$ cat src/rtl/layer_pkg.sv
// Shared types for the layer serializer slice.
// Holds the default word width and the sender state encoding.
package layer_pkg;

  localparam int DEF_DATA_WIDTH = 16;

  typedef enum logic {
    IDLE,
    SEND
  } ser_state_t;

endpackage

$ cat src/rtl/layer_collect.sv
// Collector: gathers per-neuron words until every mask bit is set.
// Ports: clk, rst, i_valid/i_data (per-neuron), i_clear (transfer),
//        o_cbuf (held words), o_full, o_ovf (LAYER_SER_OVF_EN only).
module layer_collect
  import layer_pkg::*;
#(
  parameter int NN         = 30,
  parameter int DATA_WIDTH = DEF_DATA_WIDTH
) (
  input  logic                            clk,
  input  logic                            rst,
  input  logic [NN-1:0]                   i_valid,
  input  logic [NN*DATA_WIDTH-1:0]        i_data,
  input  logic                            i_clear,
  output logic [NN-1:0][DATA_WIDTH-1:0]   o_cbuf,
  output logic                            o_full
`ifdef LAYER_SER_OVF_EN
  ,
  output logic                            o_ovf
`endif
);

  logic [NN-1:0]                 r_mask;
  logic [NN-1:0][DATA_WIDTH-1:0] r_cbuf;
  logic [NN-1:0]                 w_take;

  // On a transfer every slot is free again, so any strobe is taken.
  assign w_take = i_clear ? i_valid : (i_valid & ~r_mask);
  assign o_full = &r_mask;
  assign o_cbuf = r_cbuf;

  always_ff @(posedge clk) begin
    if (rst)
      r_mask <= '0;
    else if (i_clear)
      r_mask <= i_valid;
    else
      r_mask <= r_mask | i_valid;
  end

  always_ff @(posedge clk) begin
    for (int k = 0; k < NN; k++)
      if (w_take[k])
        r_cbuf[k] <= i_data[k*DATA_WIDTH +: DATA_WIDTH];
  end

`ifdef LAYER_SER_OVF_EN
  logic r_ovf;
  logic w_drop;

  assign w_drop = !i_clear && |(i_valid & r_mask);
  assign o_ovf  = r_ovf;

  always_ff @(posedge clk) begin
    if (rst)
      r_ovf <= 1'b0;
    else if (w_drop)
      r_ovf <= 1'b1;
  end
`endif

endmodule

$ cat src/rtl/layer_serializer.sv
// Double-buffered serializer: collects NN words, streams them in order.
// Ports: clk, rst, x_valid, x_in, out_valid, out_data, busy, ovf (LAYER_SER_OVF_EN).
module layer_serializer
  import layer_pkg::*;
#(
  parameter int NN         = 30,
  parameter int DATA_WIDTH = DEF_DATA_WIDTH
) (
  input  logic                     clk,
  input  logic                     rst,
  input  logic [NN-1:0]            x_valid,
  input  logic [NN*DATA_WIDTH-1:0] x_in,
  output logic                     out_valid,
  output logic [DATA_WIDTH-1:0]    out_data,
  output logic                     busy
`ifdef LAYER_SER_OVF_EN
  ,
  output logic                     ovf
`endif
);

  localparam int CW = (NN > 1) ? $clog2(NN) : 1;

  ser_state_t                    r_state;
  logic [CW-1:0]                 r_cnt;
  logic [NN-1:0][DATA_WIDTH-1:0] r_sbuf;
  logic                          r_out_valid;
  logic [DATA_WIDTH-1:0]         r_out_data;

  logic [NN-1:0][DATA_WIDTH-1:0] w_cbuf;
  logic                          w_full;
  logic                          w_last;
  logic                          w_xfer;
  logic [CW-1:0]                 w_cnt_nxt;

  layer_collect #(
    .NN         (NN),
    .DATA_WIDTH (DATA_WIDTH)
  ) u_collect (
    .clk     (clk),
    .rst     (rst),
    .i_valid (x_valid),
    .i_data  (x_in),
    .i_clear (w_xfer),
    .o_cbuf  (w_cbuf),
    .o_full  (w_full)
`ifdef LAYER_SER_OVF_EN
    ,
    .o_ovf   (ovf)
`endif
  );

  assign w_last    = (r_state == SEND) && (r_cnt == CW'(NN - 1));
  assign w_xfer    = w_full && ((r_state == IDLE) || w_last);
  assign w_cnt_nxt = r_cnt + 1'b1;

  assign out_valid = r_out_valid;
  assign out_data  = r_out_data;
  assign busy      = (r_state == SEND);

  always_ff @(posedge clk) begin
    if (w_xfer)
      r_sbuf <= w_cbuf;
  end

  // Word 0 is taken straight from the collector on transfer so the
  // first word appears the cycle after transfer with no bubble.
  always_ff @(posedge clk) begin
    if (rst) begin
      r_state     <= IDLE;
      r_cnt       <= '0;
      r_out_valid <= 1'b0;
      r_out_data  <= '0;
    end else if (w_xfer) begin
      r_state     <= SEND;
      r_cnt       <= '0;
      r_out_valid <= 1'b1;
      r_out_data  <= w_cbuf[0];
    end else if (r_state == SEND) begin
      if (w_last) begin
        r_state     <= IDLE;
        r_cnt       <= '0;
        r_out_valid <= 1'b0;
        r_out_data  <= '0;
      end else begin
        r_cnt       <= w_cnt_nxt;
        r_out_data  <= r_sbuf[w_cnt_nxt];
      end
    end
  end

endmodule

$ cat config.mk
export PLATFORM = sky130hd
export DESIGN_NAME = layer_serializer
export DESIGN_NICKNAME = d
export VERILOG_FILES = /design/src/rtl/layer_pkg.sv /design/src/rtl/layer_collect.sv /design/src/rtl/layer_serializer.sv
export SDC_FILE = /design/constraint.sdc
export NUM_CORES = 1
export LEC_CHECK = 0
export CELL_PAD_IN_SITES_DETAIL_PLACEMENT = 1
export CELL_PAD_IN_SITES_GLOBAL_PLACEMENT = 2
export CORE_ASPECT_RATIO = 0.75
export CORE_MARGIN = 4
export CORE_UTILIZATION = 41
export CTS_CLUSTER_SIZE = 28
export DETAILED_ROUTE_END_ITERATION = 8
export GPL_TIMING_DRIVEN = 0
export PLACE_DENSITY_LB_ADDON = 0.1
export REMOVE_ABC_BUFFERS = 1
export SLEW_MARGIN = 20
export SYNTH_ARGS = -nofsm -noshare
export SYNTH_HDL_FRONTEND = slang
export SYNTH_SLANG_ARGS = --single-unit
$ cat constraint.sdc
create_clock -name clk -period 9.8 [get_ports clk]
set_clock_uncertainty 0.2 [all_clocks]
set_input_delay 0.98 -clock clk [delete_from_list [all_inputs] [get_ports clk]]
set_output_delay 0.98 -clock clk [all_outputs]
set_load 0.1 [all_outputs]
* After elaboration in Yosys (flattened, before gate mapping)
Index checks and enable logic that the tools add are counted.
Storage, ports and cells: register bits 1013, input port bits 512, output and inout port bits 18, word-level logic and storage cells 94
Operators by class: muxes and demuxes 14, equal/unequal tests 1, bitwise logic cells 4, $add $sub $neg 1, $lt $le $gt $ge 1, reductions and logical operators 8
Operators by type and width (count):
- 16-bit binary-select mux with 5-bit select | 1
- 16-bit two-way mux | 4
- 30-bit two-way mux | 2
- 30-bit AND | 1
- 30-bit inverter | 1
- 30-bit bitwise OR | 1
- 30-bit AND reduction | 1
- 5-bit by 6-bit less-than comparator with 1-bit output, second input constant | 1
- 1-bit two-way mux | 6
- 5-bit by 1-bit adder with 5-bit output, second input constant | 1
- 5-bit == test, second input constant | 1
- 5-bit two-way mux | 1
- 2-bit nonzero test | 2
- 1-bit logical AND | 2
- 2-bit AND reduction | 1
- 2-bit OR reduction | 1
- 1-bit logical OR | 1
- 1-bit inverter | 1

* Depth between registers and ports, before layout
word-level depth 6, gate-level depth with buffers 11, mapped depth without buffers 7

* Modules after synthesis
Synthesis repeated with hierarchy kept, for this count alone.
Unflattened totals: cells, all modules 1758, area, all modules 35079.9 um2
Modules (own cells, without submodules):
- layer_serializer | area each 19468.7 um2, cells an instance 1138, seq. area each 14874.3 um2, times used 1
- layer_collect | area each 15611.2 um2, cells an instance 620, seq. area each 15014.4 um2, times used 1

* Worst setup path after synthesis
OpenSTA, ideal clock, no wires.
path kind register to register, start register r_state, in the netlist busy, end register r_sbuf[0] (netlist bit) (enable), clock period less this slack 7.274 ns, cell stages (with the launch flop) 5, data required time 8.984 ns, path slack 2.526 ns, library setup time 0.616 ns, path buffers 1, arrival 6.457 ns, cell sequence dfxtp_1 clkbuf_1 nand2_1 nand3_1 inv_2
On the way: longest elaborated chain between the ends 3, elaborated cells on any way between the ends 4, classes of those cells bitwise (1); reduce/logical (3)
Ends and longest elaborated chain:
- start, declared | RTL line layer_serializer.sv:24 | ser_state_t r_state;
- start signal, assigned | RTL line layer_serializer.sv:70 | r_state <= IDLE;
- start signal, assigned | RTL line layer_serializer.sv:75 | r_state <= SEND;
- start signal, assigned | RTL line layer_serializer.sv:81 | r_state <= IDLE;
- 1-bit logical AND or 1-bit inverter (tied branches) | RTL line layer_serializer.sv:53, layer_serializer.sv:54
- 1-bit logical OR (*) | RTL line layer_serializer.sv:54 | assign w_xfer = w_full && ((r_state == IDLE) || w_last);
- 1-bit logical AND (*) | RTL line layer_serializer.sv:54
- via u_collect.i_clear | RTL line layer_collect.sv:14 | input logic i_clear,
- end signal, assigned | RTL line layer_serializer.sv:63 | r_sbuf <= w_cbuf;
- end, declared | RTL line layer_serializer.sv:26 | logic [NN-1:0][DATA_WIDTH-1:0] r_sbuf;
The timed path passes the listed nets; every way through them passes the cells marked *. A chain may end at the register's enable or synchronous reset.

* Final worst setup path
start register r_cnt[0], end register r_sbuf[76] (netlist bit) (enable)
On the way: longest elaborated chain between the ends 4
Ends and longest elaborated chain:
- start, declared | RTL line layer_serializer.sv:25 | logic [CW-1:0] r_cnt;
- start signal, assigned | RTL line layer_serializer.sv:86 | r_cnt <= w_cnt_nxt;
- 5-bit == test | RTL line layer_serializer.sv:53 | assign w_last = (r_state == SEND) && (r_cnt == CW'(NN - 1));
- 1-bit logical AND | RTL line layer_serializer.sv:53
- 1-bit logical OR | RTL line layer_serializer.sv:54
- 1-bit logical AND | RTL line layer_serializer.sv:54
- via u_collect.i_clear | RTL line layer_collect.sv:14
The timed path passes the listed nets, and every way through them passes these cells.

==> impl_metrics.tcl <==
set metrics [dict create \
    fin_tns_setup_ps 0 \
    drt_first_iter_violations 1631 \
    maxCapViolations 0 \
    tritoncts "yes" \
    grt_pass1_wl_mm 140 \
    htreeDepth 3 \
    cts_buffer_depth 3 \
    arrival_ps 5310 \
    power_density_nw_per_um2 193 \
    crit_chain "buf_16 -> ha_4 -> nand4_1 -> nand2_1 -> nand3_4 -> buf_12 -> inv_8 -> buf_16 -> buf_16" \
    drc 0 \
    fin_nets 2691 \
    ant_nets 0 \
    num_rows 93 \
    first_global_vias 19112 \
    ioPinCount 530 \
    dpl_cell_area_sq_um 43200 \
    avgSynthCellArea_sq_um 22.5 \
    async_flop_share 0 \
    total_power_mw 8.97 \
    cts.sinks 1013 \
    hold_viol 0 \
    routed_wl_mm 99.9 \
    cts_root_buf "clkbuf_16" \
    antenna_found_initial 42 \
    gp_congestion 0.784 \
    vdd_drop_max_mv 0.154 \
    syn_to_final_growth_pct 30.8 \
    fill_cells 7420 \
    syn_area_sq_um 35500 \
    cpMostUsedCell "buf_16" \
    clock_latency_ps 650 \
    hold_slack_ps 213 \
    gr-total-overflow 0 \
    critPathCaptureType "register" \
    initial_utilization 0.413 \
    finish.instance_area_sq_um 46400 \
    dp_slack_ps 4480 \
    grt_max_degree 112 \
    slew_headroom 0.236 \
    post_cts.repair.setup_buffers 0 \
    fin_ws_ps 4570 \
    setup_viol 0 \
    clkTransAtPathRegs_ps 60 \
    mostFrequentLayoutCells "edfxtp_1 (960), clkdlybuf4s50_1 (527), mux4_2 (102)" \
    ys_warn_count 0 \
    crit_fanout 105 \
    worst_pin_slew_ps 1140 \
    synth-seq-cells 1013 \
    cp-start-kind "register" \
    finalCritPeriodShare 0.533 \
    die_w_microns 348 \
    via_count 17812 \
    run_status "finished clean" \
    die_h_microns 263 \
    slowest_delay_ps 840 \
    critPathRequiredTime_ps 9880 \
    postCtsHoldBufs 0 \
    p_leak_nw 15.2 \
    crit_family "buffers and inverters" \
    synth_flop_cell "edfxtp_1" \
    post-route-min-period_ps 5230 \
    wl_per_cell_microns 29.3 \
    drt_first_pass_iters 5 \
    hpwl_mm 72.1 \
    rsz0062_at_grt "no" \
    hold_class "register to register" \
    critPathSlowestCell "nand2_1" \
    utilization 0.541 \
    final_common_cell "edfxtp_1" \
    fmax_mhz 191 \
    placedCellCount 3216 \
    grt_usage 0.218 \
    cts_buffers 99 \
    crit_type "register to register" \
    port_buffers 529 \
    cp_num_buf_inv 5 \
    postSynthCellCount 1577 \
    drive_above_1_share 0.146 \
    synth_edf_count 960 \
    layoutNonFillerInstCount 3406 \
    yosysUniqueCellTypes 51 \
    die_area_sq_um 91300 \
    cts_resized 0 \
    fp.coreArea_sq_um 85800 \
    vias_per_cell 5.23 \
    finalMaxSlewViolations 0 \
    ys_seq_area_frac 0.843 \
]
[worst reg2reg max path, cell delays in order, from the launching register on]
cell and delay (ps):
dfxtp_4 670, buf_16 300, ha_4 190, nand4_1 250, nand2_1 840, nand3_4 530, buf_12 340, inv_8 480
buf_16 420, buf_16 460
[synth_stat cells, drive strengths merged (11+ instances only)]
cell type / count / area share
edfxtp: 960 / 0.81
mux4: 106 / 0.068
dfxtp: 53 / 0.030
a21oi: 45 / 0.0064
mux2i: 43 / 0.012
a21boi: 42 / 0.0089
nor2: 40 / 0.0042
clkbuf: 39 / 0.0041
buf: 37 / 0.0083
o211ai: 28 / 0.0059
nand4: 20 / 0.0035
nand2b: 17 / 0.0030
nand2: 14 / 0.0015
nor2b: 12 / 0.0021
a2111oi: 11 / 0.0027
a211oi: 11 / 0.0023
a21o: 11 / 0.0023
a22oi: 11 / 0.0023
a311oi: 11 / 0.0027
mux2: 11 / 0.0035
[power by group]
part           leakage [nW]  total (mW)  switching, mW  internal (mW)
Combinational          4.40       0.359          0.134          0.225
Sequential             9.32        4.92         0.0404           4.88
Clock                  1.52        3.70           1.58           2.12
Total                  15.2        8.97           1.75           7.22
[area by class of cell]
cell class	count	area (sq um)	share of cell area
inverter	4	22.5	0.000486
clock inverter	46	458	0.00987
sequential	1013	29900	0.645
timing repair buffer	575	6370	0.137
tap	1140	1430	0.0308
multi-input combinational	484	5510	0.119
antenna	11	27.5	0.000594
clock buffer	133	2670	0.0575
[kinds of logic after synthesis]
family,synth area share
AOI/OAI and AO/OA,0.0381
xor gates and xnor gates,0.00187
adders and majority gates,0.000706
buffers and inverters,0.0128
DFF,0.843
muxes,0.0834
and+or+nand+nor,0.0200
[sequential cells by signal (all words and copies together), names as in the netlist]
signal	count
out_valid	1
r_sbuf	480
u_collect.r_mask	30
u_collect.o_cbuf	480
out_data	16
busy	1
r_cnt	5
[final timing paths]
| path | from | endpoint | slack (ps) | depth (start not counted) |
|---|---|---|---|---|
| max | r_cnt[0] | r_sbuf[76] | 4570 | 9 |
| min | u_collect.o_cbuf[226] | r_sbuf[226] | 210 | 0 |
| max reg2reg | r_cnt[0] | r_sbuf[76] | 4570 | 9 |
| min reg2reg | u_collect.o_cbuf[226] | r_sbuf[226] | 210 | 0 |
[routing by layer]
metal | global-route usage | up-vias | wire, microns | share of wire
met4 | 0.0497 | 40 | 1770 | 0.018
met1 | 0.308 | 9369 | 43800 | 0.44
met2 | 0.342 | 528 | 47700 | 0.48
met5 | 0 | - | 247 | 0.0025
met3 | 0.0561 | 145 | 6360 | 0.064
li1 | - | 7730 | - | -
Power figures use the tool's default switching activity.
